<file path="config.mk">
export PLATFORM = sky130hd
export DESIGN_NAME = apb_pwm_capture
export DESIGN_NICKNAME = d
export VERILOG_FILES = /design/src/rtl/apb_pwm_capture_pkg.sv /design/src/rtl/apb_pwm_capture_edge_sync.sv /design/src/rtl/apb_pwm_capture.sv
export SDC_FILE = /design/constraint.sdc
export NUM_CORES = 1
export LEC_CHECK = 0
export ABC_AREA = 0
export CORE_AREA = 2 2 118 120
export CTS_BUF_LIST = sky130_fd_sc_hd__clkbuf_4
export CTS_CLUSTER_DIAMETER = 50
export DETAILED_ROUTE_END_ITERATION = 8
export DIE_AREA = 0 0 120 122
export PLACE_DENSITY = 0.9
export SYNTH_ARGS = -nofsm -noshare
export SYNTH_HDL_FRONTEND = slang
export SYNTH_SLANG_ARGS = --single-unit
</file>
<file path="constraint.sdc">
create_clock -name apb_pclk -period 2.49 [get_ports apb_pclk]
set_input_delay 0.3735 -clock apb_pclk [delete_from_list [all_inputs] [get_ports apb_pclk]]
set_output_delay 0.3735 -clock apb_pclk [all_outputs]
set_load 0.02 [all_outputs]
</file>
<file path="src/rtl/apb_pwm_capture_pkg.sv">
// rtl/apb_pwm_capture_pkg.sv - shared types and constants for the PWM capture block
package apb_pwm_pkg;

    typedef enum logic [1:0] {
        IDLE,
        ARM,
        MEASURE
    } cap_state_e;

    localparam int unsigned OFF_CTRL   = 32'h0;
    localparam int unsigned OFF_STAT   = 32'h4;
    localparam int unsigned OFF_PERIOD = 32'h8;
    localparam int unsigned OFF_HIGH   = 32'hC;

    localparam int CTRL_EN     = 0;
    localparam int CTRL_IRQ_EN = 1;
    localparam int STAT_VALID  = 0;
    localparam int STAT_OVF    = 1;

endpackage

</file>
<file path="src/rtl/apb_pwm_capture_edge_sync.sv">
// rtl/apb_pwm_capture_edge_sync.sv - 2FF synchroniser with single-cycle rise/fall detect
module pwm_edge_sync (
    input  logic clk_i,
    input  logic rstn_i,
    input  logic in_i,
    output logic rise_o,
    output logic fall_o,
    output logic level_o
);

    logic sync1_q;
    logic sync2_q;
    logic dly_q;

    always_ff @(posedge clk_i or negedge rstn_i) begin
        if (!rstn_i) begin
            sync1_q <= 1'b0;
            sync2_q <= 1'b0;
            dly_q   <= 1'b0;
        end else begin
            sync1_q <= in_i;
            sync2_q <= sync1_q;
            dly_q   <= sync2_q;
        end
    end

    assign rise_o  = sync2_q & ~dly_q;
    assign fall_o  = ~sync2_q & dly_q;
    assign level_o = sync2_q;

endmodule

</file>
<file path="src/rtl/apb_pwm_capture.sv">
// rtl/apb_pwm_capture.sv - APB input-capture block measuring PWM period and high time
module apb_pwm_capture
    import apb_pwm_pkg::*;
#(
    parameter int unsigned       ADDR_W = 8,
    parameter int unsigned       DATA_W = 32,
    parameter logic [ADDR_W-1:0] BASE   = ADDR_W'('h40)
) (
    input  logic              apb_pclk,
    input  logic              apb_prstn,
    input  logic              apb_psel,
    input  logic [ADDR_W-1:0] apb_paddr,
    input  logic              apb_pwrite,
    input  logic              apb_penable,
    input  logic [DATA_W-1:0] apb_pwdata,
    output logic [DATA_W-1:0] apb_prdata,
    input  logic              pwm_in,
    output logic              irq
);

    localparam logic [ADDR_W-1:0] ADDR_CTRL   = BASE + ADDR_W'(OFF_CTRL);
    localparam logic [ADDR_W-1:0] ADDR_STAT   = BASE + ADDR_W'(OFF_STAT);
    localparam logic [ADDR_W-1:0] ADDR_PERIOD = BASE + ADDR_W'(OFF_PERIOD);
    localparam logic [ADDR_W-1:0] ADDR_HIGH   = BASE + ADDR_W'(OFF_HIGH);

    cap_state_e        state_q, state_d;
    logic [DATA_W-1:0] cnt_q, cnt_d;
    logic [DATA_W-1:0] high_sh_q, high_sh_d;
    logic [DATA_W-1:0] period_q, period_d;
    logic [DATA_W-1:0] high_q, high_d;
    logic [DATA_W-1:0] prdata_q, prdata_d;
    logic              en_q, en_d;
    logic              irq_en_q, irq_en_d;
    logic              valid_q, valid_d;
    logic              ovf_q, ovf_d;
    logic              irq_q, irq_d;

    logic              rise, fall, level;
    logic              valid_set, ovf_set;
    logic              apb_wr, apb_rd_setup, stat_clr;
    logic [DATA_W-1:0] rdata;
    logic              unused_bits;

    pwm_edge_sync u_sync (
        .clk_i   (apb_pclk),
        .rstn_i  (apb_prstn),
        .in_i    (pwm_in),
        .rise_o  (rise),
        .fall_o  (fall),
        .level_o (level)
    );

    assign unused_bits  = ^{level, apb_pwdata[DATA_W-1:2]};
    assign apb_wr       = apb_psel & apb_penable & apb_pwrite;
    assign apb_rd_setup = apb_psel & ~apb_penable & ~apb_pwrite;
    assign stat_clr     = apb_wr && (apb_paddr == ADDR_STAT);

    // Overflow outranks a coincident rise: a period that hit all-ones is never published.
    always_comb begin
        state_d   = state_q;
        cnt_d     = cnt_q;
        high_sh_d = high_sh_q;
        period_d  = period_q;
        high_d    = high_q;
        valid_set = 1'b0;
        ovf_set   = 1'b0;
        if (!en_q) begin
            state_d   = IDLE;
            cnt_d     = '0;
            high_sh_d = '0;
        end else begin
            case (state_q)
                IDLE: begin
                    cnt_d   = '0;
                    state_d = ARM;
                end
                ARM: begin
                    if (rise) begin
                        cnt_d   = DATA_W'(1);
                        state_d = MEASURE;
                    end
                end
                MEASURE: begin
                    cnt_d = cnt_q + DATA_W'(1);
                    if (&cnt_q) begin
                        ovf_set = 1'b1;
                        cnt_d   = '0;
                        state_d = ARM;
                    end else if (rise) begin
                        period_d  = cnt_q;
                        high_d    = high_sh_q;
                        valid_set = 1'b1;
                        cnt_d     = DATA_W'(1);
                    end else if (fall) begin
                        high_sh_d = cnt_q;
                    end
                end
                default: state_d = IDLE;
            endcase
        end
    end

    always_comb begin
        rdata = '0;
        case (apb_paddr)
            ADDR_CTRL: begin
                rdata[CTRL_EN]     = en_q;
                rdata[CTRL_IRQ_EN] = irq_en_q;
            end
            ADDR_STAT: begin
                rdata[STAT_VALID] = valid_q;
                rdata[STAT_OVF]   = ovf_q;
            end
            ADDR_PERIOD: rdata = period_q;
            ADDR_HIGH:   rdata = high_q;
            default:     rdata = '0;
        endcase
    end

    // Hardware set wins over a same-cycle write-1-to-clear.
    always_comb begin
        en_d     = en_q;
        irq_en_d = irq_en_q;
        if (apb_wr && (apb_paddr == ADDR_CTRL)) begin
            en_d     = apb_pwdata[CTRL_EN];
            irq_en_d = apb_pwdata[CTRL_IRQ_EN];
        end
        valid_d  = (valid_q & ~(stat_clr & apb_pwdata[STAT_VALID])) | valid_set;
        ovf_d    = (ovf_q & ~(stat_clr & apb_pwdata[STAT_OVF])) | ovf_set;
        irq_d    = irq_en_q & (valid_q | ovf_q);
        prdata_d = apb_rd_setup ? rdata : prdata_q;
    end

    always_ff @(posedge apb_pclk or negedge apb_prstn) begin
        if (!apb_prstn) begin
            state_q   <= IDLE;
            cnt_q     <= '0;
            high_sh_q <= '0;
            period_q  <= '0;
            high_q    <= '0;
            prdata_q  <= '0;
            en_q      <= 1'b0;
            irq_en_q  <= 1'b0;
            valid_q   <= 1'b0;
            ovf_q     <= 1'b0;
            irq_q     <= 1'b0;
        end else begin
            state_q   <= state_d;
            cnt_q     <= cnt_d;
            high_sh_q <= high_sh_d;
            period_q  <= period_d;
            high_q    <= high_d;
            prdata_q  <= prdata_d;
            en_q      <= en_d;
            irq_en_q  <= irq_en_d;
            valid_q   <= valid_d;
            ovf_q     <= ovf_d;
            irq_q     <= irq_d;
        end
    end

    assign apb_prdata = prdata_q;
    assign irq        = irq_q;

endmodule

</file>
After elaboration in Yosys (flattened, before gate mapping). Index checks and enable logic that the tools add are counted. Widths: inputs -> output; s select.

Add/subtract/negate cells: 1. Equality and inequality tests: 13. Muxes and demuxes: 23. Bitwise gates (word level): 21. Reductions and logical operators: 8.

Operators with widths (number): $mux 32 (9); $pmux 32 s3 (1); $pmux 30 s2 (1); $add 32x1->32 const B (1); $eq 8x7->1 const B (4); $reduce_and 32->1 (1); $and 1x1->1 (11); $pmux 2 s4 (1); $reduce_and 4->1 (2); $mux 1 (7); $not 1->1 (7); $mux 2 (3); $ne 3x3->1 const B (2); $pmux 2 s3 (1); $ne 2x1->1 const B (2); $ne 2x2->1 const B (2); $ne 4x1->1 const B (1); $reduce_and 2->1 (2); $or 1x1->1 (3); $eq 2x1->1 const B (1); $eq 2x2->1 const B (1); $logic_and 1x1->1 (2); $logic_not 2->1 (1).

Register bits after elaboration: 170. Bits of input ports: 46. Output and inout bits: 33. Word-level logic and storage cells: 80.

Logic depth before layout (Yosys ltp).
Word-level depth: 7. Mapped depth: 9. Depth with buffers taken out: 7.

By module. Synthesis repeated with hierarchy kept, for this count alone.

Cell total of the unflattened synthesis: 700. Area, all modules: 7764.9 um2.

Modules (own cells, without submodules): apb_pwm_capture (times used 1, cells an instance 695, area an instance 7674.9 um2, sequential area each 4179.0 um2); pwm_edge_sync (times used 1, cells an instance 5, area an instance 90.1 um2, sequential area each 75.1 um2).

Worst setup path before layout. OpenSTA, ideal clock, no wires.

Path type: register to register. Start point: reg cnt_q[9]. End point: reg high_q[10]. Library setup time: 125 ps. Arrival time: 1965 ps. Data required time: 2365 ps. Setup slack: 400 ps. Cell stages (with the launch flop): 9. Path buffers: 3. Path through: dfrtp_1 > and4_1 > nor4bb_1 > buf_2 > nand4_4 > nor3b_4 > buf_12 > buf_12 > mux2_4.

Cells in the longest elaborated chain, start to end: 3.

RTL lines: from (decl) (RTL line apb_pwm_capture.sv:27) `logic [DATA_W-1:0] cnt_q, cnt_d;`; from (signal assigned) (RTL line apb_pwm_capture.sv:149) `cnt_q <= cnt_d;`; $reduce_and 32->1 (RTL line apb_pwm_capture.sv:85) `if (&cnt_q) begin`; $not 1->1 (no line); $reduce_and 4->1 (no line); to (signal assigned) (RTL line apb_pwm_capture.sv:152) `high_q <= high_d;`; to (decl) (RTL line apb_pwm_capture.sv:30) `logic [DATA_W-1:0] high_q, high_d;`.

No other way between the ends. A chain may end at the register's enable or synchronous reset.

Final worst setup path.
Start point: reg cnt_q[9]. End point: reg high_q[1].

Same word-level chain as after synthesis.

==> run_results.csv <==
group,metric,value,unit
clocking,cts_sinks,170,
power,p_sw_share,21.8,%
finish,drive_above_1_share,18.5,%
floorplan,dieArea,14600,µm²
yosys,syn_avg_cell_area,12.1,µm²
sta,worst_pin_slew,0.670,ns
clocking,root_buffer,"clkbuf_4",
placement,place_hpwl,10200,µm
finish,layout_common_cells,"dfrtp_1, nand2_1, mux2i_1, mux2_4, clkdlybuf4s50_1",
finish,postLayoutCoreUtil,64.2,%
sta,whs,0.264,ns
sta,rsz0062_at_grt,"false",
worst_setup_path,crit_path_max_incr_delay,0.48,ns
global_route,track_usage,23.3,%
power,p_clk_share,35.4,%
placement,io_buffers,48,
yosys,synth_fp_nets,687,
power,power.internal,3.52,mW
floorplan,io_pins,79,
power,max-vdd-ir-drop,220,µV
drt,num_vias,4996,
clocking,clk_latency,0.55,ns
worst_setup_path,crit_fanout,40,
clocking,post_cts_buffers,0,
worst_setup_path,crit_path_start_kind,"flip-flop",
yosys,ys_types,45,
yosys,ys_seq_area_share,55.1,%
hold_path,hold_path_depth,1,
sta,slew_violations,0,
sta,relSlewSlack,55.3,%
clocking,cts_tree,"built",
worst_setup_path,critical_path_arrival,2.80,ns
sta,setup_viol,0,
worst_setup_path,critical_path_class,"flip-flop to flip-flop",
global_route,overflow,0,
power,p_switching,0.982,mW
floorplan,die_w,120,µm
finish,fin_nets,739,
floorplan,die_h,122,µm
sta,fin_crit,2.36,ns
yosys,syn_inst,636,
placement,gp_congestion,0.799,
drt,avgViaCountPerCell,5.68,
sta,fin_skew,0.0139,ns
sta,finalCritPeriodShare,95.0,%
worst_setup_path,path_delay_family,"simple AND/OR/NAND/NOR gates",
worst_setup_path,crit_required,2.92,ns
worst_setup_path,cp.depth,7,
drt,antenna_left,0,
yosys,syn_area,7720,µm²
clocking,max-clock-path-buffers,2,
yosys,async_reset_ff_share,100,%
worst_setup_path,end_kind,"flip-flop",
power,pwr-share-comb,3.2,%
worst_setup_path,reg2reg_depth,7,
run,cap_violations,0,
finish,area_delta_synth_final,12.3,%
power,p_leak,3.82,nW
run_status,outcome,"finished, final reports clean",
drt,drtPass1Iterations,5,
global_route,grt_pass1_vias,5303,
drt,drc,0,
sta,max_freq,0.423,GHz
worst_setup_path,crit_chain,"and4_1 > nor4bb_2 > buf_4 > nand4_4 > nor3b_4 > buf_12 > mux2_2",
worst_setup_path,slowest_stage,"dfrtp_1",
clocking,cts_buffers,17,
clocking,clk_pin_slew,0.12,ns
floorplan,core.rowCount,43,
clocking,htree_levels,4,
power,pwr-share-seq,61.5,%
drt,wire_per_inst,17.7,µm
yosys,ys_ff_latch,170,
global_route,antenna_found_initial,1,
global_route,grt_max_degree,71,
sta,hold_viol,0,
yosys,synth-main-ff-cell,"dfrtp_1",
global_route,grt_pass1_wl,26700,µm
worst_setup_path,path_buf_inv,2,
drt,routed_wl,15600,µm
hold_path,hold_path.class,"input pin to flip-flop",
finish,final_common_cell,"dfrtp_1",
drt,drt_iter0_drc,380,
power,powerDensity,519,nW/µm²
yosys,synth_edf_count,0,
floorplan,core_area,13500,µm²
floorplan,start_util,57.1,%
yosys,synth_warnings,0,
[logic make-up (layout without fill, tap and decap cells)]
kind of cell    after synthesis  count (layout)  synth area share [%]
buf+inv                      44             107                  3.86
other cells                   0               1                     0
simple gates                208             208                  12.5
xor+xnor                     28              28                  3.18
flops                       170             170                  55.1
compound gates               48              48                  3.49
mux                         133             133                  21.0
fa+ha+maj                     5               5                 0.811
[sequential cells by signal, summed over array words and instances, names as in the netlist, 2 cells and up]
name        count
state_q         2
period_q       32
cnt_q          32
apb_prdata     32
high_sh_q      32
high_q         32
[metrics by stage]
step	power [mW]	area [µm²]	std cells	worst slack, ns	TNS (ns)
after floorplan	2.86	7720	636	0.400	0
after global placement	2.96	8380	848	0.0547	0
after detailed placement	2.96	8380	848	-0.0524	-0.0524
after CTS	4.53	8670	879	0.139	0
after global routing	4.65	8670	880	0.0338	0
final	4.50	8670	880	0.125	0
[worst reg2reg max path, delay by kind of cell (launching register included)]
family / cells / cell delay [ns]
muxes: 1 / 0.42
and+or+nand+nor: 4 / 0.88
DFF: 1 / 0.48
buffers and inverters: 2 / 0.48
[layer usage]
layer  global-route usage [%]  vias up  part of all wire, %
li1                         -     2285                    -
met1                     29.6     2536                   43
met2                     39.4      138                   51
met3                     4.63       37                  3.9
met4                     9.34        0                  2.3
met5                        0        -                    0
[path summary, 6_finish.rpt]
kind | startpoint | endpoint | slack (ns)
min in group asynchronous | apb_prstn | high_sh_q[3]$_DFFE_PN0P_ | 0.40
hold reg to reg | u_sync.sync1_q$_DFF_PN0_ | u_sync.level_o$_DFF_PN0_ | 0.36
setup reg to reg | cnt_q[9]$_DFFE_PN0P_ | high_q[1]$_DFFE_PN0P_ | 0.13
setup / recovery | cnt_q[9]$_DFFE_PN0P_ | high_q[1]$_DFFE_PN0P_ | 0.13
hold / removal | pwm_in | u_sync.sync1_q$_DFF_PN0_ | 0.26
max in group asynchronous | apb_prstn | high_q[16]$_DFFE_PN0P_ | 1.38
[power groups by stage]
| stage | clock network [mW] | registers [mW] | logic (mW) |
|---|---|---|---|
| after floorplan | 0 | 2.82 | 0.0421 |
| after global placement | 0 | 2.82 | 0.138 |
| after detailed placement | 0 | 2.82 | 0.144 |
| after CTS | 1.62 | 2.77 | 0.146 |
| after global routing | 1.73 | 2.77 | 0.158 |
| final | 1.59 | 2.77 | 0.143 |
[repair_timing]
item / in CTS / in global routing
gates resized for setup: 0 / 0
endpoints found under the setup margin: 0 / 1
hold buffers: 1 / 0
hold endpoints to repair: 66 / 0
[layout make-up]
type                            instances  area (µm²)
Sequential cell                       170        4260
Clock buffer                           20         150
Fill cell                             901        4830
Clock inverter                         10         128
Inverter                                5        18.8
Multi-Input combinational cell        422        3180
Antenna cell                            1        2.50
Tap cell                              180         225
Timing Repair Buffer                   72         709
[Yosys cell counts (2+ instances only)]
cell type | n | area, µm²
mux2_2 | 17 | 191
buf_12 | 6 | 120
or3_1 | 2 | 12.5
nand4_1 | 16 | 100
ha_1 | 5 | 62.6
xnor2_1 | 6 | 52.6
buf_2 | 6 | 30.0
xor2_1 | 22 | 193
mux2_4 | 49 | 736
o21ai_0 | 34 | 170
nand2_1 | 116 | 435
a21oi_1 | 5 | 25.0
nor2_1 | 35 | 131
mux2i_1 | 65 | 651
and2_1 | 5 | 31.3
dfrtp_1 | 170 | 4250
nand3_1 | 14 | 70.1
inv_1 | 5 | 18.8
a311oi_1 | 2 | 17.5
and3_1 | 5 | 31.3
clkbuf_1 | 21 | 78.8
buf_6 | 3 | 33.8
mux4_2 | 2 | 45.0
nor3_1 | 2 | 10.0
nor3b_1 | 3 | 22.5
No activity file was read; power rests on OpenSTA's default activity.
